$ cat config.mk
export PLATFORM = sky130hd
export DESIGN_NAME = eth_crc32_gen
export DESIGN_NICKNAME = d
export VERILOG_FILES = /design/src/rtl/eth_crc_pkg.sv /design/src/rtl/eth_crc32_gen.sv
export SDC_FILE = /design/constraint.sdc
export NUM_CORES = 1
export LEC_CHECK = 0
export CORE_MARGIN = 2
export CORE_UTILIZATION = 40
export CTS_CLUSTER_DIAMETER = 120
export CTS_CLUSTER_SIZE = 30
export DETAILED_ROUTE_END_ITERATION = 16
export SLEW_MARGIN = 10
export SYNTH_ARGS = -nofsm -noshare
export SYNTH_HDL_FRONTEND = slang
export SYNTH_SLANG_ARGS = --single-unit
$ cat constraint.sdc
create_clock -name clk_i -period 2.4 [get_ports clk_i]
set_input_delay 0.6 -clock clk_i [delete_from_list [all_inputs] [get_ports clk_i]]
set_output_delay 0.6 -clock clk_i [all_outputs]
set_load 0.01 [all_outputs]
$ cat src/rtl/eth_crc_pkg.sv
// Shared Ethernet CRC-32 constants, FSM state type and the byte-serial step function.
// The step function is shared with the RX FCS checker.
package eth_crc_pkg;

  localparam logic [31:0] CRC32_POLY_REFL = 32'hEDB8_8320;
  localparam logic [31:0] CRC32_INIT      = 32'hFFFF_FFFF;
  localparam logic [31:0] CRC32_RESIDUE   = 32'hDEBB_20E3;

  typedef enum logic [1:0] {
    ST_IDLE = 2'd0,
    ST_CALC = 2'd1,
    ST_READ = 2'd2
  } crc_state_t;

  // Reflected CRC-32 over one byte, LSB first: eight unrolled shift/xor steps.
  function automatic logic [31:0] crc32_byte_step(input logic [31:0] crc,
                                                  input logic [7:0]  data);
    logic [31:0] c;
    c = crc ^ {24'h00_0000, data};
    for (int i = 0; i < 8; i++) begin
      c = c[0] ? ((c >> 1) ^ CRC32_POLY_REFL) : (c >> 1);
    end
    return c;
  endfunction

endpackage

$ cat src/rtl/eth_crc32_gen.sv
// Ethernet FCS generator for the GMII TX path: folds frame bytes into a CRC-32 and
// serves the four FCS bytes on request. Optional macro ETH_CRC_ERR_INJECT_EN adds a bad-FCS injector.
module eth_crc32_gen
  import eth_crc_pkg::*;
#(
  parameter int BYTE_CNT_WIDTH = 14
) (
  input  logic                      clk_i,
  input  logic                      rst_n_i,
  input  logic                      clk_en_i,
  input  logic                      CRC_init,
  input  logic                      Data_en,
  input  logic [7:0]                Frame_data,
  input  logic                      CRC_rd,
`ifdef ETH_CRC_ERR_INJECT_EN
  input  logic                      crc_err_inject_i,
`endif
  output logic                      CRC_end,
  output logic [7:0]                CRC_out,
  output logic [BYTE_CNT_WIDTH-1:0] frame_len_o
);

  crc_state_t                r_state;
  logic [31:0]               r_crc;
  logic [1:0]                r_rd_cnt;
  logic [BYTE_CNT_WIDTH-1:0] r_len;
  logic [7:0]                w_fcs_byte;
  logic                      w_flip;
  logic                      w_len_sat;

`ifdef ETH_CRC_ERR_INJECT_EN
  logic r_err;
  assign w_flip = r_err & (r_rd_cnt == 2'd3);
`else
  assign w_flip = 1'b0;
`endif

  assign w_len_sat   = &r_len;
  assign frame_len_o = r_len;

  // FCS byte mux: zero-latency, and a quiet all-zero bus when no byte is requested.
  always_comb begin
    w_fcs_byte = ~r_crc[{r_rd_cnt, 3'b000} +: 8] ^ {8{w_flip}};
    CRC_out    = CRC_rd ? w_fcs_byte : 8'h00;
    CRC_end    = CRC_rd & (r_rd_cnt == 2'd3);
  end

  // Frame FSM, CRC register, read pointer and saturating length counter.
  always_ff @(posedge clk_i or negedge rst_n_i) begin
    if (!rst_n_i) begin
      r_state  <= ST_IDLE;
      r_crc    <= CRC32_INIT;
      r_rd_cnt <= 2'd0;
      r_len    <= '0;
`ifdef ETH_CRC_ERR_INJECT_EN
      r_err    <= 1'b0;
`endif
    end else if (clk_en_i) begin
      if (CRC_init) begin
        // Restart is legal from any state, including mid-frame.
        r_state  <= ST_CALC;
        r_crc    <= CRC32_INIT;
        r_rd_cnt <= 2'd0;
        r_len    <= '0;
`ifdef ETH_CRC_ERR_INJECT_EN
        r_err    <= crc_err_inject_i;
`endif
      end else begin
        if (CRC_rd) begin
          r_rd_cnt <= r_rd_cnt + 2'd1;
        end
`ifdef ETH_CRC_ERR_INJECT_EN
        if (CRC_end) begin
          r_err <= 1'b0;
        end
`endif
        case (r_state)
          ST_IDLE: r_state <= ST_IDLE;
          ST_CALC: begin
            if (CRC_rd) begin
              r_state <= ST_READ;
            end else if (Data_en) begin
              r_crc <= crc32_byte_step(r_crc, Frame_data);
              if (!w_len_sat) begin
                r_len <= r_len + {{(BYTE_CNT_WIDTH-1){1'b0}}, 1'b1};
              end
            end
          end
          ST_READ: begin
            if (CRC_end) begin
              r_state <= ST_IDLE;
            end
          end
          default: r_state <= ST_IDLE;
        endcase
      end
    end
  end

endmodule

* Word-level counts from Yosys, hierarchy flattened
Cells that the tools add are included.
** Operators by class
- Shift operators :: 1
- Muxes and demuxes :: 24
- Add/sub/neg operators :: 2
- Equal/unequal tests :: 7
- Reductions and logical operators :: 8
- Bitwise operators :: 11
** Operators by type and width (number)
- $mux 32 :: 12
- $not 13->14 :: 8
- $mux 14 :: 5
- $shiftx 32x6->8 :: 1
- $xor 32x8->32 :: 1
- $add 14x1->14 const B :: 1
- $reduce_and 14->1 :: 1
- $mux 2 :: 5
- $mux 8 :: 1
- $not 8->8 :: 1
- $ne 3x3->1 const B :: 2
- $reduce_bool 2->1 :: 3
- $reduce_and 5->1 :: 1
- $eq 2x2->1 const B :: 2
- $ne 2x2->1 const B :: 2
- $pmux 2 s2 :: 1
- $reduce_and 4->1 :: 1
- $reduce_and 3->1 :: 1
- $add 2x1->2 const B :: 1
- $eq 2x1->1 const B :: 1
- $reduce_and 2->1 :: 1
- $and 1x1->1 :: 1
** Storage, ports and cells
- Register bits after elaboration :: 50
- Input bits :: 14
- Output and inout port bits :: 23

* Longest topological paths before layout
Gate-level depths: netlist (run 1).
- Depth in word-level cells :: 21
- Gate-level depth with buffers :: 6
- Mapped depth without buffers :: 6

* Least setup slack after synthesis (run 1)
No wires, ideal clock.
- Path type :: flip-flop to output port
- Start point :: reg r_rd_cnt[1]
- End point :: out CRC_out[1]
- Path buffers :: 1
- Setup slack :: 230 ps
- Arrival :: 1570 ps
- Stages on the path, launching flop included :: 4
- Cell sequence :: dfrtp_1 clkbuf_1 mux4_1 nor2b_1
** On the way
- Word-level cells in the longest chain between the ends :: 3
** Ends and longest elaborated chain
- start: declaration :: line eth_crc32_gen.sv:25 : logic [1:0] r_rd_cnt;
- start signal: assignment :: line eth_crc32_gen.sv:70 : r_rd_cnt <= r_rd_cnt + 2'd1;
- $shiftx 32x6->8 :: line eth_crc32_gen.sv:43 : w_fcs_byte = ~r_crc[{r_rd_cnt, 3'b000} +: 8] ^ {8{w_flip}};
- $not 8->8 :: line eth_crc32_gen.sv:43
- $mux 8 :: line eth_crc32_gen.sv:44 : CRC_out = CRC_rd ? w_fcs_byte : 8'h00;
- end: declaration :: line eth_crc32_gen.sv:19 : output logic [7:0] CRC_out,
No other way between the ends.

* Worst setup path after layout (run 1)
- Start point :: reg r_rd_cnt[1]
- End point :: out CRC_out[2]
The elaborated chain is that of the path after synthesis.

==> metrics.yaml, run 1 <==
critical_path:
  cp.arrival_ns: 1.72
  endpoint_kind: "output pin"
  crit_start: "r_rd_cnt[1]"
  setup.worst_path.class: "register to output pin"
  critPathRequiredTime_ns: 1.80
  reg2reg_from: "r_crc[1]"
  path_max_fanout: 4
  crit_path_start_kind: "register"
floorplan:
  fp.dieH_um: 92.80
  fp-row-count: 32
  coreArea_mm2: 0.007687
  die_area_mm2: 0.008612
  die_w_um: 92.80
  start_util_pct: 41.03
  ios: 37
logic_synthesis:
  synthAdderAreaFrac_pct: 0.7933
  ys_seq_area_share_pct: 40.94
  synthFlopType: "dfstp_2"
  synth_top_family_by_area: "XOR/XNOR gates"
  synthSimpleGateAreaFrac_pct: 14.24
  synth-xor-area-share_pct: 26.38
  syn_inst: 292
  yosys_warnings: 0
  synth.avg_cell_area_um2: 10.80
  syn_nets: 308
  ys_seq_elements: 50
  synth_edf_count: 0
  synthArstFlopShare_pct: 100.0
  synth_mux_area_share_pct: 6.862
  synthDistinctLibCells: 44
  synth_compound_area_share_pct: 7.894
  syn_area_mm2: 0.003154
global_route:
  grt.total_usage_pct: 17.96
  grt_pass1_wl_um: 12250
  antenna_found_initial: 0
  grt_pass1_vias: 2397
  grt_overflow_total: 0
  grt_max_degree: 33
clock_network:
  clk_pin_slew_ns: 0.10
  clock_sinks: 50
  cts-root-buf: "clkbuf_8"
  clock_path_buffers: 2
  postCtsSetupBuffers: 0
  cts-buffers-inserted: 5
  clk_latency_ns: 0.31
  cts-htree-levels: 2
  cts_tree: "built"
pwr:
  p_per_area_mw_per_mm2: 750.3
  seqPwrFrac_pct: 34.8
  leakage_nw: 1.545
  comb_power_share_pct: 41.6
  p_clk_share_pct: 23.5
  vdd_drop_max_mv: 0.3375
  switching_share_pct: 31.37
  switchingPower_w: 0.0009481
  intPower_w: 0.002074
run:
  drv_cap: 0
final_layout:
  final_area_mm2: 0.004028
  final_nets: 374
  antenna_cells: 0
  final_core_util_pct: 52.39
  syn2layout_area_growth_pct: 27.69
  drive_gt1_share_pct: 28.97
timing:
  timing.slew.headroom_pct: 64.84
  clock_skew_ns: 0.005334
  fin_crit_ns: 2.322
  final-setup-viol-count: 0
  slew_violations: 0
  tns_ns: 0
  fmax_mhz: 430.6
  worstMarginPinSlew_ns: 0.5274
  hold_viol: 0
  rsz0062_at_grt: "false"
  fin_crit_sh_pct: 96.76
route:
  vias_per_cell: 4.957
  drcViolationCount: 0
  drt_iter0_markers: 100
  wl_per_cell_um: 15.15
  num_vias: 2285
  postRouteAntennaNets: 0
  first_pass_iters: 4
  routed_wl_um: 6982
run_status:
  status: "finished, final reports clean"
placed_design:
  dp_hpwl_um: 5001
  place_congestion: 0.7929
  placement.io_buffers: 36
  placed_cell_area_mm2: 0.003906
hold_path:
  min_path_type: "input pin to async pin"
[stage by stage]
stage | total power, W | setup WS (ns) | cells | hold slack [ns]
6_report | 0.003022 | 0.07772 | 461 | 0.2650
3_5_place_dp | 0.002330 | -0.1850 | 453 | 0.5083
5_1_grt | 0.003205 | 0.001045 | 461 | 0.2962
2_1_floorplan | 0.001902 | 0.2300 | 292 | 0.3044
4_1_cts | 0.003059 | 0.004538 | 461 | 0.2750
3_3_place_gp | 0.002321 | -0.2146 | 453 | 0.5058
[synthesized netlist by cell type (3+ instances only)]
library cell / count / share of area (%)
mux4_2: 7 / 5.0
nor2b_1: 8 / 1.6
nand3_1: 9 / 1.4
nand2_1: 4 / 0.48
xor2_1: 19 / 5.3
xnor2_2: 10 / 5.2
o22a_1: 4 / 1.1
a21oi_1: 27 / 4.3
nor4_1: 5 / 0.99
dfstp_2: 32 / 27
xnor2_1: 49 / 14
o22ai_1: 3 / 0.60
clkbuf_1: 10 / 1.2
nor2_1: 41 / 4.9
nor3_1: 7 / 1.1
dfrtp_1: 18 / 14
inv_1: 4 / 0.48
[critical path: stages, from the launching register on]
cell and delay [ns]:
dfrtp_2 0.42, buf_6 0.15, mux4_2 0.49, nor2b_1 0.12, clkdlybuf4s15_1 0.24
[area by class of cell]
class,count,area [um2]
Clock inverter,3,63.81
Multi-Input combinational cell,225,1772
Clock buffer,5,68.82
Fill cell,718,3660
Tap cell,102,127.6
Timing Repair Buffer,72,688.2
Inverter,4,15.01
Sequential cell,50,1292
[power by group through the flow]
stage	combinational [W]	sequential (W)	clock (W)
global placement	0.00126	0.00106	0
floorplan	0.000858	0.00104	0
CTS	0.00127	0.00105	0.000732
finish	0.00126	0.00105	0.000712
detailed placement	0.00126	0.00107	0
global route	0.00137	0.00107	0.000768
[logic make-up after synthesis]
kind of cell | after synthesis
and+or+nand+nor | 89
xor gates and xnor gates | 81
DFF | 50
AOI/OAI and AO/OA | 42
buffers and inverters | 17
muxes | 11
adders and majority gates | 2
[final timing paths]
check                                 end  slack [ns]  cells after the start
setup / recovery               CRC_out[2]        0.08                      4
hold / removal             frame_len_o[1]        0.26                      1
setup reg to reg                r_crc[19]        0.48                      5
hold reg to reg                 r_crc[11]        0.52                      2
max in group asynchronous       r_crc[23]        1.53                      2
min in group clk_i              r_crc[11]        0.52                      2
[flip-flops by register name (all words and copies together) (netlist names)]
register,cells
frame_len_o,14
r_crc,32
r_rd_cnt,2
r_state,2
[layer usage]
metal,vias up,GRT usage (%),part of all wire [%]
met5,-,0,0
met3,5,2.441,2.9
li1,1136,-,-
met1,1102,26.83,50
met2,42,27.90,46
met4,0,3.799,0.90
[layout by cell type, fill, tap and decap left out, types with 2 or more instances in the layout]
cell              n
nor2b_1           8
nand4_1           2
nor4_1            5
ha_1              2
and2_1            2
clkbuf_2          3
nand3_1           9
nand2b_1          2
dfstp_2          32
o22a_1            4
o21a_1            2
nand2_1           4
bufinv_16         2
clkbuf_8          5
dfrtp_1          17
mux2_2            2
clkdlybuf4s50_1  26
mux4_2            7
o22ai_1           3
buf_4            29
o21ai_0           2
a21oi_1          27
xnor2_2          10
buf_12            6
nor2_1           41
xnor2_1          49
nor3_1            7
clkdlybuf4s15_1   5
inv_1             4
xor2_1           19
[timing repair]
item                       in CTS  in global routing
setup endpoints to repair       9                  8
pin swaps                       0                  0
hold buffers                    0                  0
resized for setup              13                  9
Note: power is estimated with default switching activity, not from simulation.
==> run 2, diff against run 1 <==
--- a/config.mk
+++ b/config.mk
@@ -10,6 +10,7 @@
 export CTS_CLUSTER_DIAMETER = 120
 export CTS_CLUSTER_SIZE = 30
 export DETAILED_ROUTE_END_ITERATION = 16
+export HOLD_SLACK_MARGIN = 0.03
 export SLEW_MARGIN = 10
 export SYNTH_ARGS = -nofsm -noshare
 export SYNTH_HDL_FRONTEND = slang
==> results of run 2 <==
No change in the layout: final DEF, timing and power equal those of run 1.
==> run 3, diff against run 2 <==
--- a/config.mk
+++ b/config.mk
@@ -5,6 +5,7 @@
 export SDC_FILE = /design/constraint.sdc
 export NUM_CORES = 1
 export LEC_CHECK = 0
+export ABC_CLOCK_PERIOD_IN_PS = 2400
 export CORE_MARGIN = 2
 export CORE_UTILIZATION = 40
 export CTS_CLUSTER_DIAMETER = 120
==> results of run 3 <==
No change in the layout: final DEF, timing and power equal those of run 1.
